### src/rtl/pipe_ctrl_pkg.sv
// Shared definitions for the pipeline control hub: stall patterns, exception codes, FSM states.
package pipe_ctrl_pkg;

  localparam logic Stop   = 1'b1;
  localparam logic NoStop = 1'b0;

  localparam logic [31:0] ExcInterrupt = 32'h0000_0001;
  localparam logic [31:0] ExcSyscall   = 32'h0000_0008;
  localparam logic [31:0] ExcInvalid   = 32'h0000_000a;
  localparam logic [31:0] ExcOverflow  = 32'h0000_000c;
  localparam logic [31:0] ExcTrap      = 32'h0000_000d;
  localparam logic [31:0] ExcEret      = 32'h0000_000e;

  // Bit 0 = pc ... bit 5 = wb.
  localparam logic [5:0] StallNone = {6{NoStop}};
  localparam logic [5:0] StallIt   = 6'b000111;
  localparam logic [5:0] StallExe  = 6'b001111;
  localparam logic [5:0] StallMem  = 6'b011111;
  localparam logic [5:0] StallAll  = {6{Stop}};

  typedef enum logic [1:0] {
    StRun    = 2'd0,
    StFreeze = 2'd1,
    StFlush  = 2'd2
  } state_e;

  function automatic logic [31:0] exc_target(input logic [31:0] exc_type,
                                             input logic [31:0] epc,
                                             input logic [31:0] vector);
    return (exc_type == ExcEret) ? epc : vector;
  endfunction

endpackage

### src/rtl/pipe_ctrl_stall_watchdog.sv
// Stall statistics: saturating stall-cycle counter, run-length counter and sticky timeout flag.
module pipe_ctrl_stall_watchdog #(
  parameter int unsigned MaxStall = 16,
  parameter int unsigned CntW     = 32
) (
  input  logic            clk,
  input  logic            rst,
  input  logic            stall_active_i,
  input  logic            run_stall_i,
  output logic [CntW-1:0] stall_cycles_o,
  output logic            stall_timeout_o
);

  localparam int unsigned    RunW   = $clog2(MaxStall + 1);
  localparam logic [RunW-1:0] RunMax = RunW'(MaxStall);

  logic [CntW-1:0] cnt_q, cnt_d;
  logic [RunW-1:0] run_len_q, run_len_d;
  logic            timeout_q, timeout_d;

  always_comb begin
    cnt_d = cnt_q;
    if (stall_active_i && (cnt_q != {CntW{1'b1}})) begin
      cnt_d = cnt_q + CntW'(1);
    end

    // Exception-driven stall cycles hold the run length rather than extend it.
    run_len_d = run_len_q;
    if (!stall_active_i) begin
      run_len_d = '0;
    end else if (run_stall_i && (run_len_q != RunMax)) begin
      run_len_d = run_len_q + RunW'(1);
    end

    timeout_d = timeout_q | (run_len_d == RunMax);
  end

  always_ff @(posedge clk) begin
    if (rst) begin
      cnt_q     <= '0;
      run_len_q <= '0;
      timeout_q <= 1'b0;
    end else begin
      cnt_q     <= cnt_d;
      run_len_q <= run_len_d;
      timeout_q <= timeout_d;
    end
  end

  assign stall_cycles_o  = cnt_q;
  assign stall_timeout_o = timeout_q;

endmodule

### src/rtl/pipe_ctrl.sv
// Pipeline control hub: merges stage stall requests and sequences exception/eret redirection.
module pipe_ctrl
  import pipe_ctrl_pkg::*;
#(
  parameter logic [31:0] ExcVector = 32'h0000_0020,
  parameter int unsigned MaxStall  = 16,
  parameter int unsigned CntW      = 32
) (
  input  logic            clk,
  input  logic            rst,
  input  logic            stallreq_if_i,
  input  logic            stallreq_it_i,
  input  logic            stallreq_exe_i,
  input  logic            stallreq_mem_i,
  input  logic [31:0]     mem_excepttype_i,
  input  logic [31:0]     cp0_epc_i,
  output logic [5:0]      stall_o,
  output logic            flush_o,
  output logic [31:0]     new_pc_o,
  output logic [CntW-1:0] stall_cycles_o,
  output logic            stall_timeout_o
);

  state_e      state_q, state_d;
  logic [31:0] target_q, target_d;
  logic        flush_q, flush_d;
  logic [31:0] new_pc_q, new_pc_d;
  logic [5:0]  stall_raw;
  logic        run_stall;

  always_comb begin
    state_d   = state_q;
    target_d  = target_q;
    stall_raw = StallNone;
    run_stall = 1'b0;

    unique case (state_q)
      StRun: begin
        if (mem_excepttype_i != '0) begin
          // Hold every slot so the excepting instruction never writes back.
          stall_raw = StallAll;
          state_d   = StFreeze;
          target_d  = exc_target(mem_excepttype_i, cp0_epc_i, ExcVector);
        end else begin
          if (stallreq_mem_i) begin
            stall_raw = StallMem;
          end else if (stallreq_exe_i) begin
            stall_raw = StallExe;
          end else if (stallreq_it_i || stallreq_if_i) begin
            stall_raw = StallIt;
          end
          run_stall = (stall_raw != StallNone);
        end
      end
      StFreeze: begin
        stall_raw = StallAll;
        state_d   = StFlush;
      end
      StFlush: begin
        state_d = StRun;
      end
      default: begin
        state_d = StRun;
      end
    endcase

    flush_d  = (state_d == StFlush);
    new_pc_d = flush_d ? target_q : '0;
  end

  assign stall_o  = rst ? StallNone : stall_raw;
  assign flush_o  = flush_q;
  assign new_pc_o = new_pc_q;

  always_ff @(posedge clk) begin
    if (rst) begin
      state_q  <= StRun;
      target_q <= '0;
      flush_q  <= 1'b0;
      new_pc_q <= '0;
    end else begin
      state_q  <= state_d;
      target_q <= target_d;
      flush_q  <= flush_d;
      new_pc_q <= new_pc_d;
    end
  end

  pipe_ctrl_stall_watchdog #(
    .MaxStall(MaxStall),
    .CntW    (CntW)
  ) u_stall_watchdog (
    .clk            (clk),
    .rst            (rst),
    .stall_active_i (stall_o != StallNone),
    .run_stall_i    (run_stall),
    .stall_cycles_o (stall_cycles_o),
    .stall_timeout_o(stall_timeout_o)
  );

endmodule

### config.mk
export PLATFORM = sky130hd
export DESIGN_NAME = pipe_ctrl
export DESIGN_NICKNAME = d
export VERILOG_FILES = /design/src/rtl/pipe_ctrl_pkg.sv /design/src/rtl/pipe_ctrl_stall_watchdog.sv /design/src/rtl/pipe_ctrl.sv
export SDC_FILE = /design/constraint.sdc
export NUM_CORES = 1
export LEC_CHECK = 0
export ABC_AREA = 1
export ABC_CLOCK_PERIOD_IN_PS = 3100
export BUFFER_PORTS_ARGS = -buffer_cell sky130_fd_sc_hd__buf_4
export CORE_MARGIN = 5
export CORE_UTILIZATION = 40
export DETAILED_ROUTE_END_ITERATION = 7
export GPL_TIMING_DRIVEN = 0
export PLACE_DENSITY = 0.72
export REMOVE_ABC_BUFFERS = 1
export SYNTH_ARGS = -nofsm -noshare
export SYNTH_HDL_FRONTEND = slang
export SYNTH_SLANG_ARGS = --single-unit
export TNS_END_PERCENT = 10
### constraint.sdc
create_clock -name clk -period 3.1 [get_ports clk]
set_input_delay 0.31 -clock clk [delete_from_list [all_inputs] [get_ports clk]]
set_output_delay 0.31 -clock clk [all_outputs]
set_load 0.01 [all_outputs]
* After elaboration in Yosys (flattened, before gate mapping)
Index checks and enable logic that the tools add are counted.
** Operators by class
- $lt $le $gt $ge :: 0
- $mul :: 0
- Reduce and logical (&&, ||, !) cells :: 9
- Add/subtract/negate cells :: 2
- Equality and inequality tests :: 6
- Multiplexer cells :: 15
- Divide/modulo/power cells :: 0
- Shift-type cells :: 0
- Bitwise operators :: 2
** Operators by type and width (count)
- $add 32x1->32 const B :: 1
- $eq 32x4->1 const B :: 1
- $mux 32 :: 1
- $ne 32x32->1 const B :: 1
- $reduce_bool 32->1 :: 1
- $mux 6 :: 4
- $mux 5 :: 3
- $pmux 6 s2 :: 1
- $reduce_bool 6->1 :: 2
- $add 5x1->5 const B :: 1
- $eq 5x5->1 const B :: 1
- $ne 5x5->1 const B :: 1
- $mux 4 :: 1
- $pmux 2 s2 :: 1
- $mux 3 :: 1
- $eq 2x1->1 const B :: 1
- $eq 2x2->1 const B :: 1
- $logic_and 1x1->1 :: 2
- $logic_not 2->1 :: 1
- $mux 1 :: 2
- $mux 2 :: 1
- $reduce_and 2->1 :: 1
- $reduce_or 2->1 :: 1
- $logic_or 1x1->1 :: 1
- other kinds (2) :: 2
** Word-level totals
- Memory bits (writable) :: 0
- Register bits :: 105
- Input port bits :: 70
- ROM bits :: 0
- Memories kept :: 0
- Bits in latches :: 0

* Logic depth before layout (Yosys ltp)
Gate-level depths: netlist of the first run.
- Depth after elaboration :: 14
- Gate-level depth with buffers :: 12
- Depth with buffers taken out :: 12

* Cells and area by module
From an unflattened synthesis of the first run, not the netlist that was laid out.
** Second synthesis, totals
- Cell total of the unflattened synthesis :: 780
- Area total of the unflattened synthesis :: 5168.7 um^2
** By module, submodules not included
- pipe_ctrl :: area an instance 2696.3 um^2, instances 1, seq. area each 1321.3 um^2, cells an instance 384
- pipe_ctrl_stall_watchdog :: area an instance 2472.4 um^2, instances 1, seq. area each 760.7 um^2, cells an instance 396

* Worst setup path before layout of the first run
OpenSTA, ideal clock, no wires.
- Path kind :: register to register
- Start point :: reg u_stall_watchdog.cnt_q[1], in the netlist u_stall_watchdog.stall_cycles_o[1]
- End point :: reg u_stall_watchdog.cnt_q[2], in the netlist u_stall_watchdog.stall_cycles_o[2]
- Setup time :: 113 ps
- Path buffers :: 1
- Cell stages (with the launch flop) :: 12
- Required time :: 2987 ps
- Slack :: 1354 ps
- Arrival time :: 1633 ps
- Cells stage by stage :: dfxtp_1 > ha_1 > nand2_1 > nor2_2 > nand2_2 > nor2_4 > nand4_4 > buf_2 > nand3_1 > nand2_1 > nand2_1 > nor2_1
** Between the ends
- Word-level cells in the longest chain between the ends :: 2
- Elaborated cells between the ends (all ways) :: 3
- Those cells by class :: 1 x add/sub; 1 x eq/ne; 1 x reduce/logical
** RTL lines
- from (decl) :: line pipe_ctrl_stall_watchdog.sv:17 : logic [CntW-1:0] cnt_q, cnt_d;
- from (signal assigned) :: line pipe_ctrl_stall_watchdog.sv:44 : cnt_q <= cnt_d;
- parallel branches: the longest is 2 deep, another holds $add 32x1->32
Parallel ways; which one is timed is not known.
A chain may end at the register's enable or synchronous reset.

* Worst setup path after layout of the first run
- Start point :: in rst
- End point :: out stall_o[0]
** Between the ends
- Word-level cells in the longest chain between the ends :: 1
** RTL lines
- from (decl) :: line pipe_ctrl.sv:10 : input logic rst,
- $mux 6 :: line pipe_ctrl.sv:71 : assign stall_o = rst ? StallNone : stall_raw;
- to (decl) :: line pipe_ctrl.sv:17 : output logic [5:0] stall_o,
No other way between the ends.

==> results of run 1 <==
-- Yosys cell counts --
cell | count | area, µm²
a21oi_1 | 54 | 270
nand2_2 | 11 | 68.8
inv_1 | 66 | 248
nor3_1 | 11 | 55.1
nand3b_1 | 2 | 15.0
nand2_1 | 179 | 672
nand3_4 | 1 | 17.5
clkbuf_1 | 11 | 41.3
nor3b_1 | 1 | 7.51
nor2_4 | 1 | 11.3
o21ai_0 | 5 | 25.0
nor2_2 | 4 | 25.0
nand4_1 | 4 | 25.0
nand3_1 | 38 | 190
nor2_1 | 94 | 353
nand2_4 | 1 | 11.3
inv_2 | 6 | 22.5
nor3_2 | 4 | 40.0
dfxtp_1 | 104 | 2080
ha_1 | 3 | 37.5
nand4_4 | 1 | 21.3
o21ai_2 | 2 | 17.5
xor2_1 | 17 | 149
and3_1 | 1 | 6.26
buf_4 | 2 | 15.0
buf_2 | 11 | 55.1
xnor2_1 | 12 | 105
buf_6 | 3 | 33.8
a21oi_2 | 10 | 87.6
nor4_4 | 1 | 21.3
-- worst max-delay path, cell delays in order --
cell and delay, ps:
buf_4 570, nor2_2 130, inv_1 120, nor2_2 50, inv_2 470, nand3_4 500, buf_4 320
-- flip-flops by register name, summed over array words and instances, names as in the netlist --
signal                            count
target_q                             32
state_q                               2
u_stall_watchdog.stall_cycles_o      32
u_stall_watchdog.stall_timeout_o      1
u_stall_watchdog.run_len_q            5
new_pc_o                             32
-- logic make-up (layout without fill, tap and decap cells) --
family,after synthesis,count (layout),synth area share (%)
AND/OR/NAND/NOR,354,354,32.6
AO/OA/AOI/OAI,71,71,8.47
adder cells (fa/ha/maj),3,3,0.794
buffers and inverters,99,230,8.78
XOR/XNOR,29,29,5.37
flip-flops,104,104,44.0
-- metrics by stage --
step	area [µm²]	setup WS, ps
6_report	6130	248
5_1_grt	6130	22.8
4_1_cts	6130	246
3_5_place_dp	5850	-4.54
3_3_place_gp	5820	-203
2_1_floorplan	4580	948
-- layer usage --
| metal | track usage [%] | part of all wire, % | up-vias |
|---|---|---|---|
| li1 | - | - | 2304 |
| met1 | 22.5 | 48 | 1912 |
| met2 | 26.0 | 45 | 127 |
| met3 | 3.68 | 5.3 | 13 |
| met4 | 5.87 | 1.4 | 0 |
| met5 | 0 | 0 | - |
-- power by group through the flow --
stage | Combinational, W | Sequential, W | Clock (W)
6_report | 0.000216 | 0.00135 | 0.00108
5_1_grt | 0.000235 | 0.00135 | 0.00115
4_1_cts | 0.000218 | 0.00135 | 0.00111
3_5_place_dp | 0.000217 | 0.00138 | 0
3_3_place_gp | 0.000213 | 0.00138 | 0
2_1_floorplan | 0.0000813 | 0.00138 | 0
-- worst max-delay path by stage --
stage                              start                                  to  cells past startpoint
floorplan           mem_excepttype_i[31]                         target_q[0]                      8
global placement    mem_excepttype_i[31]                         target_q[1]                      9
detailed placement                   rst  u_stall_watchdog.stall_cycles_o[1]                      9
CTS                                  rst                          stall_o[0]                      7
global route                         rst                          stall_o[1]                      7
finish                               rst                          stall_o[0]                      7
-- layout make-up --
type                       instances  area, µm²  area share (%)
multi-input combinational        457       2250            36.6
sequential                       104       2080            33.9
timing repair buffer             142       1070            17.5
inverter                          72        270            4.41
clock buffer                      11        243            3.96
tap                              143        179            2.92
clock inverter                     5       41.3           0.673
==> impl_results.md, run 1 <==
- Status: finished, final reports clean
- Pin slew with the least headroom to its limit: 931 ps
- Number of setup violations in the final report: 0
- Clock-pin slew on the worst setup and hold paths: 60 ps
- Startpoint Class: input port
- Post-synth design cell area: 0.00473 mm²
- Clock tree root buffer cell: clkbuf_16
- Via Count: 4,356
- Number of CTS-inserted buffers: 9
- Final-report hold violation count: 0
- Worst-case hold path end point: target_q[5]
- Data arrival time of the critical path: between 2000 and 3000 ps
- Peak supply drop: 0.214 mV
- Category of the worst setup path capture point: output port
- Hold Crit Start: cp0_epc_i[5]
- Overall Global Routing Usage: ~17%
- Power density of the placed cells: 431 mW/mm²
- Height of the die: 119 µm
- Setup Skew: roughly 9 ps
- PostCTS Resize Cnt: 0
- Post-layout minimum cycle time: approximately 2900 ps
- Part of the total power dissipated in sequential elements: 51.1%
- Leak Pwr: between 2 and 2.5 nW
- Count of routing violations after the opening detailed-route iteration: 253
- Bufs on Longest Clock Path: 2
- Launch point of the worst reg-to-reg path: u_stall_watchdog.stall_cycles_o[1]
- Maximum frequency from static timing analysis: between 0.3 and 0.4 GHz
- Most common cell after layout, fill and taps aside: nand2_1
- Number of instances on the worst hold path: 3
- Peak fanout along the critical path: 63
- Final core utilization: 53.3%
- Maximum number of pins on one net before global-route repair: 64
- Max-slew violation total from the final report: 0
- Number of violations of the max-capacitance limit: 0
- Placed Cells: 918
- Fraction of power spent switching nets: 24.1%
- Antenna cells: 0
- Net switching power: 0.000637 W
- Filler cell count in the final layout: about 1,100
- Count of buffers added by post-CTS timing repair for setup: 0
- Detailed-routing iteration count for the pre-antenna-repair pass: 5
- Worst Hold Class: in -> reg
- Number of I/O port buffers: 141
- Fraction of final layout cells with drive strength greater than 1: 25.2%
- Reg-to-reg critical path endpoint: u_stall_watchdog.stall_cycles_o[1]
- Headroom to the max-slew limit: 37.7%
- Sum Neg Setup Slack: 0 ps
- Clk_lat worst skew: 350 ps
- Hold-fix buffers at CTS: 0
- Required time at the worst-slack endpoint: 2790 ps
- Area growth from synthesis to layout: 29.7%
- Starting Density: 41.1%
- Placer Congestion: 0.894
- Count of cell types in the netlist: 30
- Initial antenna violation count: 0
- Warnings, synthesis: 0
- FF+latch count, synth: 104
- Global-route wire length before repair: a little under 20 mm
- Sequential fraction of the synthesis area: about 44%
- Final wirelength: 12.0 mm
- Die Footprint: between 0.01 and 0.015 mm²
- CORE AREA: 0.0115 mm²
- CTS tree: done
- Total power draw: ~0.0026 W
- Post-route worst hold slack: 212 ps
- Post-DR vias/cell: 4.66
- Combinational share of power: 8.2%
- Detailed placement HPWL: roughly 8.6 mm
- Number of cells on the worst reg-to-reg path: 9
- Core Rows: 39
- Post-detailed-route DRC marker count: 0
- Post-route ant nets: 0
- Avg WL per Cell: ~13 µm
- IO Count: ~140
- Share of total power in the clock network: 40.7%
- Tcrit/Tclk final: between 90% and 100%
- H-tree Lvls: 3
- Cell Int Power: approximately 0.0020 W
- Syn Area/Cell: 7.17 µm²
- Number of nets in the layout: between 800 and 900
- Synthesized netlist cell count: 660
- Most frequent cells in the layout: nand2_1, buf_4, dfxtp_1, nor2_1, inv_1
- Die X-Extent: 119 µm
- Setup repair after global routing missed its margin: no
- Total gr overflow: 0
- Critical path start-end classification: in -> out
- Number of global-route vias before repair: slightly above 4,000
- Clock net sink count: roughly 100
- Setup slack of the most critical reg-to-reg path: 480 ps
- Post-layout instance count excluding filler cells: 934
Power figures use the tool's default switching activity.
==> run 2: changes to the inputs <==
Settings changed: ABC_AREA 1 to 0, CAP_MARGIN set to 5, PLACE_DENSITY 0.72 to 0.73.
==> impl_results.md, run 2 <==
- Syn Area/Cell: 9.13 µm² (was 7.17 µm²)
- Library cell with the largest summed area after synthesis: dfxtp_1 (unchanged)
- Setup slack of the most critical reg-to-reg path: 360 ps (was 480 ps)
- Initial antenna violation count: 0 (unchanged)
- Antenna cells: 0 (unchanged)
- Count of routing violations after the opening detailed-route iteration: 220 (was 253)
- Overall Global Routing Usage: 17.1% (was 16.6%)
- Register cell area after layout: 0.00208 mm² (about the same)
- Placed Cells: 706 (was 918)
- Required time at the worst-slack endpoint: 3360 ps (was 2790 ps)
- Flip-flop cell with the highest count after synthesis: dfxtp_1 (unchanged)
- Max-slew violation total from the final report: 0 (unchanged)
- Number of CTS-inserted buffers: 9 (unchanged)
- Via Count: 3,877 (was 4,356)
- Multi-input logic area: 0.00191 mm² (was 0.00225 mm²)
- Final-report hold violation count: 0 (unchanged)
- Fraction of registers with async set or reset after synthesis: 0% (unchanged)
- Leak Pwr: 2.31 nW (was 2.41 nW)
- Total gr overflow: 0 (unchanged)
- Core Rows: 37 (was 39)
- Avg WL per Cell: 14.8 µm (was 12.8 µm)
- Startpoint Class: flop (was input port)
- Final core utilization: 54.2% (was 53.3%)
- Post-route ant nets: 0 (unchanged)
- Clk_lat worst skew: 370 ps (was 350 ps)
- Number of global-route vias before repair: 3,752 (was 4,024)
- Count of buffers added by post-CTS timing repair for setup: 0 (unchanged)
- Die X-Extent: 112 µm (was 119 µm)
- Starting Density: 40.5% (was 41.1%)
- Most common library cells after synthesis: dfxtp_1, nor2_1, and3_1 (was nand2_1, dfxtp_1, nor2_1)
- Synthesized netlist cell count: 454 (was 660)
- Number of instances on the worst hold path: 3 (unchanged)
- Post-DR vias/cell: 5.37 (was 4.66)
- Most common cell after layout, fill and taps aside: buf_4 (was nand2_1)
- Number of I/O port buffers: 141 (unchanged)
- Warnings, synthesis: 0 (unchanged)
- Placer Congestion: 0.797 (was 0.894)
- Detailed-routing iteration count for the pre-antenna-repair pass: 4 (was 5)
- Detailed placement HPWL: 7.80 mm (was 8.58 mm)
- Category of the worst setup path capture point: flop (was output port)
- Headroom to the max-slew limit: 46.2% (was 37.7%)
- Die Footprint: 0.0125 mm² (was 0.0141 mm²)
- Reg-to-reg critical path endpoint: u_stall_watchdog.stall_cycles_o[17] (was u_stall_watchdog.stall_cycles_o[1])
- Area growth from synthesis to layout: 33.9% (was 29.7%)
- Proportion of netlist area held by the largest area contributor: 50.2% (was 44.0%)
- Number of nets in the layout: 654 (was 859)
- IO Count: 142 (unchanged)
- Launch point of the worst reg-to-reg path: state_q[0] (was u_stall_watchdog.stall_cycles_o[1])
- Sequential fraction of the synthesis area: 50.2% (was 44.0%)
- Clock tree root buffer cell: clkbuf_8 (was clkbuf_16)
- Number of setup violations in the final report: 0 (unchanged)
- Post-detailed-route DRC marker count: 0 (unchanged)
- Count of cell types in the netlist: 46 (was 30)
- Peak fanout along the critical path: 38 (was 63)
- Number of violations of the max-capacitance limit: 0 (unchanged)
- Peak supply drop: 0.201 mV (was 0.214 mV)
- Maximum frequency from static timing analysis: 0.364 GHz (was 0.351 GHz)
- Worst Hold Class: in -> reg (unchanged)
- Post-layout minimum cycle time: 2740 ps (was 2850 ps)
- Status: finished, final reports clean (unchanged)
- Critical path start-end classification: reg -> reg (was in -> out)
- Bufs on Longest Clock Path: 2 (unchanged)
- EDFF count, synth: 0 (unchanged)
- Worst-case hold path end point: target_q[14] (was target_q[5])
- H-tree Lvls: 3 (unchanged)
- Top cells by area, synth: dfxtp_1, and3_1, a22oi_1 (was dfxtp_1, nand2_1, nor2_1)
- Data arrival time of the critical path: 3010 ps (was 2540 ps)
- Filler cell count in the final layout: 951 (was 1,131)
- Height of the die: 112 µm (was 119 µm)
- Clock-pin slew on the worst setup and hold paths: 110 ps (was 60 ps)
- Final wirelength: 10.7 mm (was 12.0 mm)
- Power density of the placed cells: 438 mW/mm² (was 431 mW/mm²)
- Startpoint of the worst setup timing path: state_q[0] (was rst)
- Hold Crit Start: cp0_epc_i[14] (was cp0_epc_i[5])
- Tcrit/Tclk final: 88.5% (was 92.0%)
- Most used standard cell by instance count after synthesis: dfxtp_1 (was nand2_1)
- Setup repair after global routing missed its margin: no (unchanged)
- Global-route wire length before repair: 17.9 mm (was 19.5 mm)
- CORE AREA: 0.0102 mm² (was 0.0115 mm²)
- Fraction of final layout cells with drive strength greater than 1: 30.0% (was 25.2%)
- FF+latch count, synth: 104 (unchanged)
- Post-synth design cell area: 0.00414 mm² (was 0.00473 mm²)
- Setup Skew: 12.5 ps (was 9.27 ps)
- Post-route worst hold slack: 168 ps (was 212 ps)
- CTS tree: done (unchanged)
- Pin slew with the least headroom to its limit: 798 ps (was 931 ps)
- Number of cells on the worst reg-to-reg path: 6 (was 9)
- Post-layout instance count excluding filler cells: 722 (was 934)
- Most frequent cells in the layout: buf_4, dfxtp_1, nor2_1, and3_1, a22oi_1 (was nand2_1, buf_4, dfxtp_1, nor2_1, inv_1)
- Clock net sink count: 104 (unchanged)
- Maximum number of pins on one net before global-route repair: 70 (was 64)
## run 2: cell types whose count changed in the layout (fill, tap and decap cells not counted), sizes merged, moves of 31 or more
| cell | delta |
|---|---|
| nand2 | -178 |
| inv | -56 |
| nor2 | -45 |
| a21oi | -40 |
| and3 | +38 |
| a22oi | +31 |
## run 2: routing by layer
layer / routed length [µm] / vias up / track usage, %
li1: - / 1916 / -
met2: 4990 / 146 / 28.0
met4: 283 / 0 / 8.19
met5: 0 / - / 0
met3: 701 / 23 / 2.77
met1: 4750 / 1792 / 22.0
## run 2: kinds of logic (layout without fill, tap and decap cells)
kind of cell | count (synthesis) | count (layout) | share of synthesized area [%]
fa+ha+maj | 3 | 3 | 0.906
simple gates | 204 | 204 | 27.5
flops | 104 | 104 | 50.2
compound gates | 87 | 87 | 14.0
buf+inv | 42 | 174 | 4.08
mux | 6 | 6 | 1.57
xor+xnor | 8 | 8 | 1.69
## run 2: critical path, cell delays in order, from the launching register on
cell      delay (ps)
dfxtp_2          730
nor4_1           140
nand2b_1         140
nor3_2           100
nand3b_1         650
nor4_1           520
mux2_2           370
## run 2: timing repair
action	4_1_cts	5_1_grt
hold buffers	0	0
endpoints found under the setup margin	1	0
gates resized for setup	1	0
## run 2: area by class of cell
| cell class | count | share of cell area (%) |
|---|---|---|
| Multi-Input combinational cell | 308 | 34.5 |
| Sequential cell | 104 | 37.6 |
| Timing Repair Buffer | 145 | 20.3 |
| Clock buffer | 9 | 2.23 |
| Inverter | 13 | 0.880 |
| Tap cell | 136 | 3.07 |
| Clock inverter | 7 | 1.51 |
## run 2: how the worst max path moves through the flow
| stage | to | slack, ps |
|---|---|---|
| after global routing | stall_o[2] | 110 |
| after detailed placement | u_stall_watchdog.stall_cycles_o[17] | -10 |
| after global placement | target_q[5] | -4150 |
| after floorplan | target_q[0] | -1290 |
| final | u_stall_watchdog.stall_cycles_o[17] | 360 |
| after CTS | u_stall_watchdog.stall_cycles_o[17] | 360 |
## run 2: per-stage QoR
stage | instance area (µm²) | power, W | TNS (ps) | setup slack (ps)
after floorplan | 4020 | 0.00144 | -41200 | -1290
after global placement | 5250 | 0.00156 | -172070 | -4150
after detailed placement | 5340 | 0.00158 | -12.6 | -12.6
after CTS | 5550 | 0.00246 | 0 | 357
after global routing | 5550 | 0.00252 | 0 | 108
final | 5550 | 0.00243 | 0 | 356
## run 2: power by group
group          switching, W  leakage, nW  total (W)  internal (W)
clock              0.000494        0.108   0.000885      0.000391
combinational     0.0000910         1.36   0.000185     0.0000936
sequential        0.0000182        0.839    0.00136       0.00134
